===== config.mk =====
export PLATFORM = sky130hd
export DESIGN_NAME = recv_a
export DESIGN_NICKNAME = d
export VERILOG_FILES = /design/src/rtl/recv_a.sv
export SDC_FILE = /design/constraint.sdc
export NUM_CORES = 1
export LEC_CHECK = 0
export BUFFER_PORTS_ARGS = -buffer_cell sky130_fd_sc_hd__buf_2
export CORE_MARGIN = 2
export CORE_UTILIZATION = 60
export DETAILED_ROUTE_END_ITERATION = 7
export PLACE_DENSITY = 0.79
export SLEW_MARGIN = 20
export SYNTH_ARGS = -nofsm -noshare
export SYNTH_HDL_FRONTEND = slang
export SYNTH_SLANG_ARGS = --single-unit
export TNS_END_PERCENT = 10

===== constraint.sdc =====
create_clock -name recv_a_clk -period 4.95 [get_ports recv_a_clk]
set_clock_uncertainty 0.05 [all_clocks]
set_input_delay 0.7425 -clock recv_a_clk [delete_from_list [all_inputs] [get_ports recv_a_clk]]
set_output_delay 0.7425 -clock recv_a_clk [all_outputs]
set_load 0.005 [all_outputs]

===== src/rtl/recv_a.sv =====
// recv_a: receive side of the xmit_a byte link.
// Deframes [LEN][payload x LEN][CHK] packets from a strobed byte stream, checks
// length, checksum and inter-byte timeout, buffers payload in a small FIFO
// toward a valid/ready consumer, and pulses done/err once per frame end.
module recv_a #(
    parameter int FIFO_DEPTH = 4,    // payload FIFO entries, power of 2, >= 2
    parameter int MAX_LEN    = 16,   // largest legal LEN value (1..255)
    parameter int TIMEOUT    = 255   // strobe-free cycles tolerated mid-frame (1..255)
) (
    input  logic       recv_a_clk,
    input  logic       recv_a_rst_n,
    input  logic [7:0] recv_a_in1,   // link byte
    input  logic       recv_a_in2,   // link strobe
    output logic [7:0] recv_a_out1,  // payload byte at FIFO head
    output logic       recv_a_out2,  // payload valid
    input  logic       recv_a_rdy,   // consumer ready
    output logic       recv_a_done,  // frame ended good
    output logic       recv_a_err,   // frame aborted or bad
    output logic       recv_a_busy   // FSM not idle
);

    localparam int AW = $clog2(FIFO_DEPTH);

    localparam logic [7:0] MAX_LEN_B = 8'(MAX_LEN);
    localparam logic [8:0] TIMEOUT_B = 9'(TIMEOUT);

    // Frame FSM encoding
    localparam logic [1:0] S_IDLE    = 2'd0;
    localparam logic [1:0] S_PAYLOAD = 2'd1;
    localparam logic [1:0] S_CHECK   = 2'd2;

    // ------------------------------------------------------------------
    // Frame state
    // ------------------------------------------------------------------
    logic [1:0] state_q, state_d;
    logic [7:0] cnt_q,   cnt_d;     // payload bytes still expected
    logic [7:0] sum_q,   sum_d;     // running mod-256 sum of LEN and payload
    logic [7:0] timer_q, timer_d;   // consecutive strobe-low cycles mid-frame
    logic       ovf_q,   ovf_d;     // a payload byte of this frame was dropped
    logic       done_q,  done_d;
    logic       err_q,   err_d;

    // ------------------------------------------------------------------
    // FIFO state
    // ------------------------------------------------------------------
    logic [7:0]  mem_q [FIFO_DEPTH];
    logic [AW:0] wr_ptr_q, wr_ptr_d;   // extra MSB is the wrap bit
    logic [AW:0] rd_ptr_q, rd_ptr_d;
    logic [7:0]  out1_q,   out1_d;
    logic        out2_q,   out2_d;

    logic        push_req;      // FSM wants to store the current byte
    logic        push_ok;       // byte is actually written
    logic        pop;           // consumer takes the head byte
    logic        full;
    logic        can_accept;    // a push this cycle would land
    logic        next_empty;
    logic [8:0]  timer_inc;

    // FIFO occupancy: the push/pop handshake and the full test
    always_comb begin
        pop        = out2_q && recv_a_rdy;
        full       = (wr_ptr_q[AW] != rd_ptr_q[AW]) &&
                     (wr_ptr_q[AW-1:0] == rd_ptr_q[AW-1:0]);
        // A pop frees a slot in the same cycle, so a full FIFO still
        // accepts when the consumer is draining it.
        can_accept = !full || pop;
        push_ok    = push_req && can_accept;
    end

    // Frame FSM: length check, payload counting, checksum and timeout
    always_comb begin
        // NOTE: every output of this block gets a default first, so no path
        // leaves a variable unassigned and no latch is inferred.
        state_d   = state_q;
        cnt_d     = cnt_q;
        sum_d     = sum_q;
        timer_d   = timer_q;
        ovf_d     = ovf_q;
        done_d    = 1'b0;
        err_d     = 1'b0;
        push_req  = 1'b0;
        timer_inc = {1'b0, timer_q} + 9'd1;

        case (state_q)
            S_IDLE: begin
                if (recv_a_in2) begin
                    if (recv_a_in1 == 8'd0 || recv_a_in1 > MAX_LEN_B) begin
                        err_d = 1'b1;
                    end else begin
                        cnt_d   = recv_a_in1;
                        sum_d   = recv_a_in1;
                        ovf_d   = 1'b0;
                        timer_d = 8'd0;
                        state_d = S_PAYLOAD;
                    end
                end
            end

            S_PAYLOAD: begin
                if (recv_a_in2) begin
                    // A dropped byte still counts toward cnt and sum; the
                    // frame is only marked bad through ovf.
                    push_req = 1'b1;
                    sum_d    = sum_q + recv_a_in1;
                    cnt_d    = cnt_q - 8'd1;
                    timer_d  = 8'd0;
                    if (!can_accept) begin
                        ovf_d = 1'b1;
                    end
                    if (cnt_q == 8'd1) begin
                        state_d = S_CHECK;
                    end
                end else if (timer_inc == TIMEOUT_B) begin
                    err_d   = 1'b1;
                    timer_d = 8'd0;
                    state_d = S_IDLE;
                end else begin
                    timer_d = timer_inc[7:0];
                end
            end

            S_CHECK: begin
                if (recv_a_in2) begin
                    if (8'(sum_q + recv_a_in1) == 8'd0 && !ovf_q) begin
                        done_d = 1'b1;
                    end else begin
                        err_d = 1'b1;
                    end
                    timer_d = 8'd0;
                    state_d = S_IDLE;
                end else if (timer_inc == TIMEOUT_B) begin
                    err_d   = 1'b1;
                    timer_d = 8'd0;
                    state_d = S_IDLE;
                end else begin
                    timer_d = timer_inc[7:0];
                end
            end

            default: begin
                state_d = S_IDLE;
            end
        endcase
    end

    // FIFO pointers and the registered head byte / valid
    always_comb begin
        wr_ptr_d   = wr_ptr_q + {{AW{1'b0}}, push_ok};
        rd_ptr_d   = rd_ptr_q + {{AW{1'b0}}, pop};
        next_empty = (wr_ptr_d == rd_ptr_d);
        out2_d     = !next_empty;

        if (next_empty) begin
            // Head byte holds its last value while nothing is valid.
            out1_d = out1_q;
        end else if (push_ok && wr_ptr_q[AW-1:0] == rd_ptr_d[AW-1:0]) begin
            // The byte being written is the next head: forward it so it is
            // visible the cycle after its strobe.
            out1_d = recv_a_in1;
        end else begin
            out1_d = mem_q[rd_ptr_d[AW-1:0]];
        end
    end

    // Control and datapath registers, cleared by the asynchronous reset
    always_ff @(posedge recv_a_clk or negedge recv_a_rst_n) begin
        if (!recv_a_rst_n) begin
            state_q  <= S_IDLE;
            cnt_q    <= 8'd0;
            sum_q    <= 8'd0;
            timer_q  <= 8'd0;
            ovf_q    <= 1'b0;
            done_q   <= 1'b0;
            err_q    <= 1'b0;
            wr_ptr_q <= '0;
            rd_ptr_q <= '0;
            out1_q   <= 8'd0;
            out2_q   <= 1'b0;
        end else begin
            // NOTE: non-blocking assignments here so every flop samples the
            // pre-edge value of its inputs regardless of statement order.
            state_q  <= state_d;
            cnt_q    <= cnt_d;
            sum_q    <= sum_d;
            timer_q  <= timer_d;
            ovf_q    <= ovf_d;
            done_q   <= done_d;
            err_q    <= err_d;
            wr_ptr_q <= wr_ptr_d;
            rd_ptr_q <= rd_ptr_d;
            out1_q   <= out1_d;
            out2_q   <= out2_d;
        end
    end

    // Payload storage write port
    always_ff @(posedge recv_a_clk) begin
        // NOTE: storage is deliberately not reset; the pointers define which
        // entries are meaningful, so stale contents are never observed.
        if (push_ok) begin
            mem_q[wr_ptr_q[AW-1:0]] <= recv_a_in1;
        end
    end

    assign recv_a_out1 = out1_q;
    assign recv_a_out2 = out2_q;
    assign recv_a_done = done_q;
    assign recv_a_err  = err_q;
    assign recv_a_busy = (state_q != S_IDLE);

endmodule

==> results.json, run 1 <==
{
  "peakVddDrop_mv": 0.380,
  "rows": 29,
  "synth-async-reset-ratio": 0.579,
  "antenna_found_initial": 0,
  "clk_path_buf_depth": 2,
  "grt_usage": 0.217,
  "syn2layout_area_growth_pct": 9.61,
  "hpwl_um": 4890,
  "arrival_ns": 3.98,
  "clk_latency_ns": 0.35,
  "htreeDepth": 3,
  "status": "completed",
  "cts_hold_buf": 0,
  "reg2reg_from": "state_q[1]",
  "ys_ff_latch": 76,
  "netlist_area_sq_um": 3870,
  "stdcell_area_sq_um": 4240,
  "finalWorstSetupSlack_ns": 1.13,
  "timing.fmax_ghz": 0.262,
  "yosysWarnings": 0,
  "cp.required_ns": 5.11,
  "multi_input_area_sq_um": 1710,
  "die_w_um": 84.3,
  "drv_cap": 0,
  "fp.coreArea_sq_um": 6280,
  "whs_ns": 0.327,
  "drtIter0Drc": 200,
  "maxSlewHeadroom": 0.431,
  "worst_hold_path_type": "input pin to asynchronous set/reset pin",
  "pin_count": 24,
  "crit_path_max_fanout": 22,
  "cts.sinks": 76,
  "place_area_sq_um": 4040,
  "post_cts.repair.setup_buffers": 0,
  "finalCriticalPeriod_ns": 3.82,
  "tritoncts": "yes",
  "num_antenna_cells": 0,
  "cts_resized": 0,
  "p_leak_nw": 1.82,
  "setup_violations": 0,
  "p_total_mw": 2.63,
  "startpoint": "state_q[1]",
  "reg2reg_depth": 11,
  "crit_type": "flop to flop",
  "final-hold-violation-count": 0,
  "fin_nets": 389,
  "power_density_nw_per_um2": 621,
  "cp-end-kind": "flop",
  "vias_per_cell": 5.83,
  "fin_crit_sh": 0.772,
  "dpl_worst_slack_ns": 1.17,
  "drt_first_pass_iters": 4,
  "die_h_um": 84.3,
  "port_buffers": 23,
  "yosysSeqAreaShare": 0.533,
  "r2r-end": "recv_a_out1[1]",
  "synth_flop_cell": "dfrtp_1",
  "synth_edf_count": 32,
  "tns_ns": 0,
  "grt_first_pass_wirelength_um": 12000,
  "final_cell_mix": "44 x dfrtp_1, 32 x edfxtp_1, 28 x nor2_1",
  "synth_fp_nets": 365,
  "grt_max_degree": 45,
  "syn_area_per_cell_sq_um": 11.6,
  "synth_cell_types": 50,
  "gp_congestion": 0.849,
  "ant_nets": 0,
  "synth_area_leaders": "dfrtp_1 28%, edfxtp_1 25%, ha_1 6.1%",
  "initial_utilization": 0.616,
  "synth_top_area_frac": 0.285,
  "drc": 0,
  "synthCells": 333,
  "dr_total_vias": 2559,
  "nFillCells": 456,
  "seqCellArea_sq_um": 2060,
  "layout-drive-gt1-share": 0.152,
  "wl_per_cell_um": 16.3,
  "first_global_vias": 2472,
  "cts-root-buf": "clkbuf_8",
  "die-area_sq_um": 7100,
  "slew_violations": 0,
  "final_common_cell": "dfrtp_1",
  "drt_wl_total_um": 7160,
  "r2r_setup_slack_ns": 1.13,
  "globalRouteOverflowTotal": 0,
  "synth_top_cell_by_area": "dfrtp_1",
  "crit_end": "recv_a_out1[1]",
  "cts_inserted_buffers": 9,
  "worst_pin_slew_ns": 0.853,
  "clk_pin_slew_ns": 0.08,
  "grt_setup_unrepaired": "false",
  "cp-start-kind": "flop"
}
## layer usage
layer	vias to the layer above	global-route usage	wire [um]
li1	1281	-	-
met1	1220	0.303	3420
met2	47	0.343	3360
met3	11	0.0354	239
met4	0	0.0880	138
met5	-	0	0
## metrics by stage
step | util | std cells
final | 0.675 | 439
after global routing | 0.675 | 439
after CTS | 0.673 | 439
after detailed placement | 0.643 | 423
after global placement | 0.643 | 423
after floorplan | - | 333
## cells in the mapped netlist (3+ instances only)
cell type,n
edfxtp_1,32
nor3b_1,4
nor2_1,28
dfrtp_1,44
o31ai_1,4
nor4_1,6
and3_1,4
nand2_1,27
mux2i_1,11
nor3_1,6
xnor2_1,8
o21ai_1,18
ha_1,19
clkbuf_1,8
nand2b_1,3
inv_1,13
mux4_2,8
nand3_1,9
a22o_1,3
xor2_1,11
o21ai_0,8
a21oi_1,20
a21o_1,7
## area by class of cell
type	instances	area share
flip-flops and latches	76	0.487
multi-input cells	233	0.404
clock buffers	10	0.0301
repair buffers	24	0.0295
well taps	77	0.0227
clock inverters	6	0.0151
inverters	13	0.0115
## worst max-delay path, cell delays in order, from the launching register on
cell and delay [ns]:
dfrtp_1 0.42, inv_1 0.09, ha_1 0.71, inv_1 0.34, a311oi_2 0.52, ha_1 0.24
ha_1 0.15, xor2_1 0.23, xor2_1 0.09, or3_1 0.59, nor2_1 0.18, a21oi_1 0.06
## worst min-delay path by stage
stage | start | to | slack [ns] | depth (start not counted)
floorplan | recv_a_rst_n | cnt_q[0] | 0.40 | 0
global placement | sum_q[0] | sum_q[0] | 0.42 | 2
detailed placement | sum_q[3] | sum_q[3] | 0.43 | 2
CTS | sum_q[3] | sum_q[3] | 0.45 | 2
global route | recv_a_rst_n | recv_a_out1[6] | 0.39 | 1
finish | recv_a_rst_n | recv_a_out1[6] | 0.33 | 1
## registers in the layout (all words and copies together), names as in the netlist
register,flops
mem_q,32
cnt_q,8
recv_a_out1,8
sum_q,8
timer_q,8
rd_ptr_q,3
wr_ptr_q,3
state_q,2
ovf_q,1
recv_a_done,1
recv_a_err,1
recv_a_out2,1
## cells by family after synthesis
| group | share of synthesized area |
|---|---|
| flops | 0.533 |
| buf+inv | 0.0256 |
| compound gates | 0.126 |
| xor+xnor | 0.0430 |
| mux | 0.0780 |
| simple gates | 0.127 |
| fa+ha+maj | 0.0667 |
## where the power goes
part	switching (mW)	internal (mW)	leakage (nW)
Clock	0.228	0.233	0.0943
Combinational	0.681	0.511	0.885
Sequential	0.131	0.847	0.837
Power figures use the tool's default switching activity.
==> run 2: changes to the inputs <==
--- a/config.mk
+++ b/config.mk
@@ -7,9 +7,9 @@
 export LEC_CHECK = 0
 export BUFFER_PORTS_ARGS = -buffer_cell sky130_fd_sc_hd__buf_2
 export CORE_MARGIN = 2
-export CORE_UTILIZATION = 60
+export CORE_UTILIZATION = 55
 export DETAILED_ROUTE_END_ITERATION = 7
-export PLACE_DENSITY = 0.79
+export PLACE_DENSITY = 0.76
 export SLEW_MARGIN = 20
 export SYNTH_ARGS = -nofsm -noshare
 export SYNTH_HDL_FRONTEND = slang
==> constraint.sdc (replaced) <==
create_clock -name recv_a_clk -period 3.27 [get_ports recv_a_clk]
set_clock_uncertainty 0.05 [all_clocks]
set_input_delay 0.4905 -clock recv_a_clk [delete_from_list [all_inputs] [get_ports recv_a_clk]]
set_output_delay 0.4905 -clock recv_a_clk [all_outputs]
set_load 0.005 [all_outputs]
==> run 2 against run 1 <==
Compared with the run above: clock-buffer cell count stayed put; final cell count is 5.0% higher; routed wire length is 4.0% higher; largest cell class unchanged; highest routed layer unchanged.
==> results.json, run 2 (synthesis gave the netlist of run 1 again) <==
{
  "grt_first_pass_wirelength_um": 12500,
  "post_cts.repair.setup_buffers": 0,
  "finalCriticalPeriod_ns": 2.97,
  "met3_usage": 0.0434,
  "arrival_ns": 3.14,
  "port_buffers": 23,
  "r2r-end": "recv_a_out1[3]",
  "multi_input_area_sq_um": 1710,
  "sw_frac_of_total": 0.387,
  "gr-max-usage-layer": "met2",
  "maxSlewHeadroom": 0.536,
  "peakVddDrop_mv": 0.464,
  "syn2layout_area_growth_pct": 11.3,
  "grt_setup_unrepaired": "false",
  "grt_use_met2": 0.353,
  "dpl_worst_slack_ns": 0.288,
  "cts_hold_buf": 0,
  "crit_path_max_fanout": 17,
  "hpwl_um": 5230,
  "die-area_sq_um": 7720,
  "pin_count": 24,
  "tritoncts": "yes",
  "drtIter0Drc": 87,
  "cp-start-kind": "flop",
  "worst_hold_path_type": "input pin to asynchronous set/reset pin",
  "setup_violations": 0,
  "gp_congestion": 0.800,
  "cp-end-kind": "flop",
  "drc": 0,
  "die_w_um": 87.8,
  "rows": 30,
  "antenna_found_initial": 0,
  "final_cells": 461,
  "cts.sinks": 76,
  "grt_usage": 0.218,
  "clk_pin_slew_ns": 0.08,
  "stdcell_area_sq_um": 4300,
  "num_antenna_cells": 0,
  "first_global_vias": 2550,
  "drt_wl_total_um": 7450,
  "clkPwrFrac": 0.194,
  "power_density_nw_per_um2": 947,
  "ant_nets": 0,
  "seq_power_share": 0.365,
  "worst_pin_slew_ns": 0.694,
  "use_met1": 0.289,
  "reg2reg_from": "state_q[1]",
  "clk_path_buf_depth": 2,
  "status": "completed",
  "nFillCells": 525,
  "vias_per_cell": 5.55,
  "fin_nets": 392,
  "drv_cap": 0,
  "fin_crit_sh": 0.908,
  "dr_total_vias": 2559,
  "p_leak_nw": 1.84,
  "r2r_setup_slack_ns": 0.30,
  "crit_type": "flop to flop",
  "globalRouteOverflowTotal": 0,
  "cts-root-buf": "clkbuf_8",
  "place_area_sq_um": 4080,
  "slew_violations": 0,
  "reg2reg_depth": 11,
  "fp.coreArea_sq_um": 6790,
  "cts_resized": 0,
  "drt_first_pass_iters": 4,
  "p_switching_mw": 1.58,
  "initial_utilization": 0.569,
  "htreeDepth": 3,
  "pwr-share-comb": 0.442,
  "clk_latency_ns": 0.36,
  "tns_ns": 0,
  "final_common_cell": "dfrtp_1",
  "finalWorstSetupSlack_ns": 0.301,
  "timing.fmax_ghz": 0.337,
  "power.internal_mw": 2.50,
  "wl_per_cell_um": 16.2,
  "cp.required_ns": 3.44,
  "cts_inserted_buffers": 9,
  "final-hold-violation-count": 0,
  "die_h_um": 87.8,
  "dp.cells": 445,
  "final_cell_mix": "44 x dfrtp_1, 32 x edfxtp_1, 28 x nor2_1",
  "largest_reg_flops": 32,
  "layout-drive-gt1-share": 0.162,
  "whs_ns": 0.0670,
  "grt_max_degree": 45,
  "seqCellArea_sq_um": 2060
}
-- run 2: cell types whose count changed in the layout (fill, tap and decap cells not counted) --
cell,previous run,this run
bufinv_16,1,2
clkinv_4,1,2
clkinv_1,1,0
o211ai_4,1,0
inv_6,1,0
buf_4,2,5
o211ai_2,0,1
-- run 2: worst max-delay path by stage --
| stage | start | end | slack [ns] | cells after the start |
|---|---|---|---|---|
| finish | state_q[1] | recv_a_out1[3] | 0.30 | 11 |
| global route | state_q[1] | recv_a_out1[3] | 0.04 | 11 |
| CTS | state_q[1] | recv_a_out1[3] | 0.28 | 11 |
| detailed placement | state_q[1] | recv_a_out1[3] | 0.29 | 11 |
| global placement | recv_a_rdy | recv_a_out1[6] | 0.43 | 11 |
| floorplan | state_q[1] | recv_a_out1[4] | 0.43 | 13 |
-- run 2: worst max-delay path: stages, from the launching register on --
cell	delay, ns
dfrtp_1	0.41
inv_1	0.10
ha_1	0.16
inv_1	0.14
a311oi_2	0.47
ha_1	0.24
ha_1	0.16
xor2_1	0.21
xor2_1	0.08
or3_1	0.59
nor2_1	0.17
a21oi_1	0.05
-- run 2: area by class of cell --
class                           instances  area share
Multi-Input combinational cell        233       0.396
Inverter                               13      0.0113
Clock buffer                           10      0.0297
Sequential cell                        76       0.479
Clock inverter                          6      0.0209
Tap cell                               96      0.0279
Timing Repair Buffer                   27      0.0343
-- run 2: routing by layer --
metal | up-vias | routed length, um
met5 | - | 0
met4 | 0 | 133
met3 | 10 | 266
met2 | 54 | 3610
met1 | 1215 | 3440
li1 | 1280 | -
-- run 2: power groups by stage --
stage | registers (mW) | clock network [mW] | logic [mW]
6_report | 1.49 | 0.790 | 1.80
3_3_place_gp | 1.49 | 0 | 1.75
4_1_cts | 1.49 | 0.804 | 1.82
5_1_grt | 1.52 | 0.849 | 2.05
3_5_place_dp | 1.51 | 0 | 1.81
2_1_floorplan | 1.46 | 0 | 1.43
-- run 2: per-stage QoR --
| step | util | power (mW) |
|---|---|---|
| after global routing | 0.633 | 4.42 |
| after floorplan | - | 2.88 |
| final | 0.633 | 4.08 |
| after CTS | 0.633 | 4.11 |
| after global placement | 0.601 | 3.24 |
| after detailed placement | 0.601 | 3.32 |
==> run 3: changes to the inputs <==
--- a/config.mk
+++ b/config.mk
@@ -10,6 +10,7 @@
 export CORE_UTILIZATION = 55
 export DETAILED_ROUTE_END_ITERATION = 7
 export PLACE_DENSITY = 0.76
+export RECOVER_POWER = 50
 export SLEW_MARGIN = 20
 export SYNTH_ARGS = -nofsm -noshare
 export SYNTH_HDL_FRONTEND = slang
==> run 3 against run 2 <==
Compared with the run above: hold slack improved by 0.38 ns; sequential share of layout area rose by 0.18 points; utilization fell by 0.24 points; critical path type unchanged; via count fell by 0.59%; global-route usage did not move; cell area fell by 0.38%; sequential cell count did not move; the run now ends with capacitance limit, slew limit left; setup slack improved by 0.0013 ns; largest cell class unchanged; critical path depth did not move; total power fell by 0.24%; non-clock buffer count did not move.
==> results.json, run 3 (synthesis gave the netlist of run 1 again) <==
{
  "layout-drive-gt1-share": 0.132,
  "timing.fmax_ghz": 0.337,
  "clk_path_buf_depth": 2,
  "rows": 30,
  "cts_inserted_buffers": 9,
  "tns_ns": 0,
  "wl_per_cell_um": 16.0,
  "die_h_um": 87.8,
  "num_antenna_cells": 0,
  "cp.required_ns": 3.43,
  "peakVddDrop_mv": 0.463,
  "grt_usage": 0.218,
  "drtIter0Drc": 83,
  "nFillCells": 535,
  "htreeDepth": 3,
  "cts_resized": 0,
  "cts-root-buf": "clkbuf_8",
  "setup_violations": 0,
  "die_w_um": 87.8,
  "initial_utilization": 0.569,
  "fp.coreArea_sq_um": 6790,
  "clk_latency_ns": 0.35,
  "cts.sinks": 76,
  "gp_congestion": 0.800,
  "cp-start-kind": "flop",
  "dp.cells": 445,
  "first_global_vias": 2550,
  "worst_hold_path_type": "input pin to flop",
  "maxSlewHeadroom": -0.609,
  "cts_hold_buf": 0,
  "vias_per_cell": 5.52,
  "worst_pin_slew_ns": 2.41,
  "final_common_cell": "dfrtp_1",
  "p_leak_nw": 1.81,
  "port_buffers": 23,
  "final_cell_mix": "44 x dfrtp_1, 32 x edfxtp_1, 28 x nor2_1",
  "crit_path_max_fanout": 17,
  "dr_total_vias": 2544,
  "syn2layout_area_growth_pct": 10.8,
  "post_cts.repair.setup_buffers": 0,
  "finalCriticalPeriod_ns": 2.97,
  "status": "complete, but fails checks",
  "drt_first_pass_iters": 4,
  "hpwl_um": 5230,
  "grt_first_pass_wirelength_um": 12500,
  "arrival_ns": 3.13,
  "final-hold-violation-count": 0,
  "die-area_sq_um": 7720,
  "fin_nets": 392,
  "slew_violations": 45,
  "cp-end-kind": "flop",
  "grt_setup_unrepaired": "false",
  "antenna_found_initial": 0,
  "power_density_nw_per_um2": 949,
  "clk_pin_slew_ns": 0.08,
  "globalRouteOverflowTotal": 0,
  "largest_reg_flops": 32,
  "tritoncts": "yes",
  "fin_crit_sh": 0.908,
  "grt_max_degree": 45,
  "reg2reg_depth": 11,
  "hold_depth": 1,
  "drv_cap": 1,
  "drc": 0,
  "pin_count": 24,
  "ant_nets": 0,
  "crit_type": "flop to flop",
  "violations": "capacitance limit, slew limit",
  "final_cells": 461,
  "drt_wl_total_um": 7400
}
-- run 3: layer usage --
layer	share of wire	GRT usage	vias up
met5	0	0	-
met1	0.46	0.289	1209
met3	0.034	0.0434	11
met2	0.49	0.353	47
li1	-	-	1277
met4	0.018	0.0909	0
-- run 3: final cells by class --
| cell class | count | area [sq um] | area share |
|---|---|---|---|
| Clock inverter | 6 | 90.1 | 0.0210 |
| Sequential cell | 76 | 2060 | 0.481 |
| Clock buffer | 10 | 128 | 0.0298 |
| Inverter | 13 | 48.8 | 0.0114 |
| Tap cell | 96 | 120 | 0.0280 |
| Multi-Input combinational cell | 233 | 1710 | 0.398 |
| Timing Repair Buffer | 27 | 131 | 0.0307 |
-- run 3: worst paths after layout --
check                               from              to  slack (ns)
setup / recovery              state_q[1]  recv_a_out1[3]        0.30
hold / removal             recv_a_in1[5]     mem_q[1][5]        0.44
setup reg to reg              state_q[1]  recv_a_out1[3]        0.30
hold reg to reg                 sum_q[3]        sum_q[3]        0.45
max in group asynchronous   recv_a_rst_n        sum_q[0]        0.97
min in group asynchronous   recv_a_rst_n  recv_a_out1[5]        0.81
-- run 3: power breakdown --
group	switching, mW	leakage (nW)	internal, mW
Clock	0.355	0.106	0.431
Combinational	1.01	0.870	0.779
Sequential	0.204	0.837	1.28
-- run 3: metrics by stage --
step | cell area, sq um | hold slack (ns) | setup WS (ns) | total power [mW] | utilization
after floorplan | 3870 | 0.145 | 0.431 | 2.88 | -
after global placement | 4080 | 0.425 | 0.430 | 3.24 | 0.601
after detailed placement | 4080 | 0.434 | 0.288 | 3.32 | 0.601
after CTS | 4300 | 0.287 | 0.276 | 4.11 | 0.633
after global routing | 4290 | 0.438 | 0.0360 | 4.41 | 0.631
final | 4290 | 0.443 | 0.302 | 4.07 | 0.631
-- run 3: critical path, stage by stage, from the launching register on --
cell	delay [ns]
dfrtp_1	0.41
inv_1	0.10
ha_1	0.16
inv_1	0.14
a311oi_2	0.47
ha_1	0.24
ha_1	0.16
xor2_1	0.21
xor2_1	0.08
or3_1	0.58
nor2_1	0.17
a21oi_1	0.05
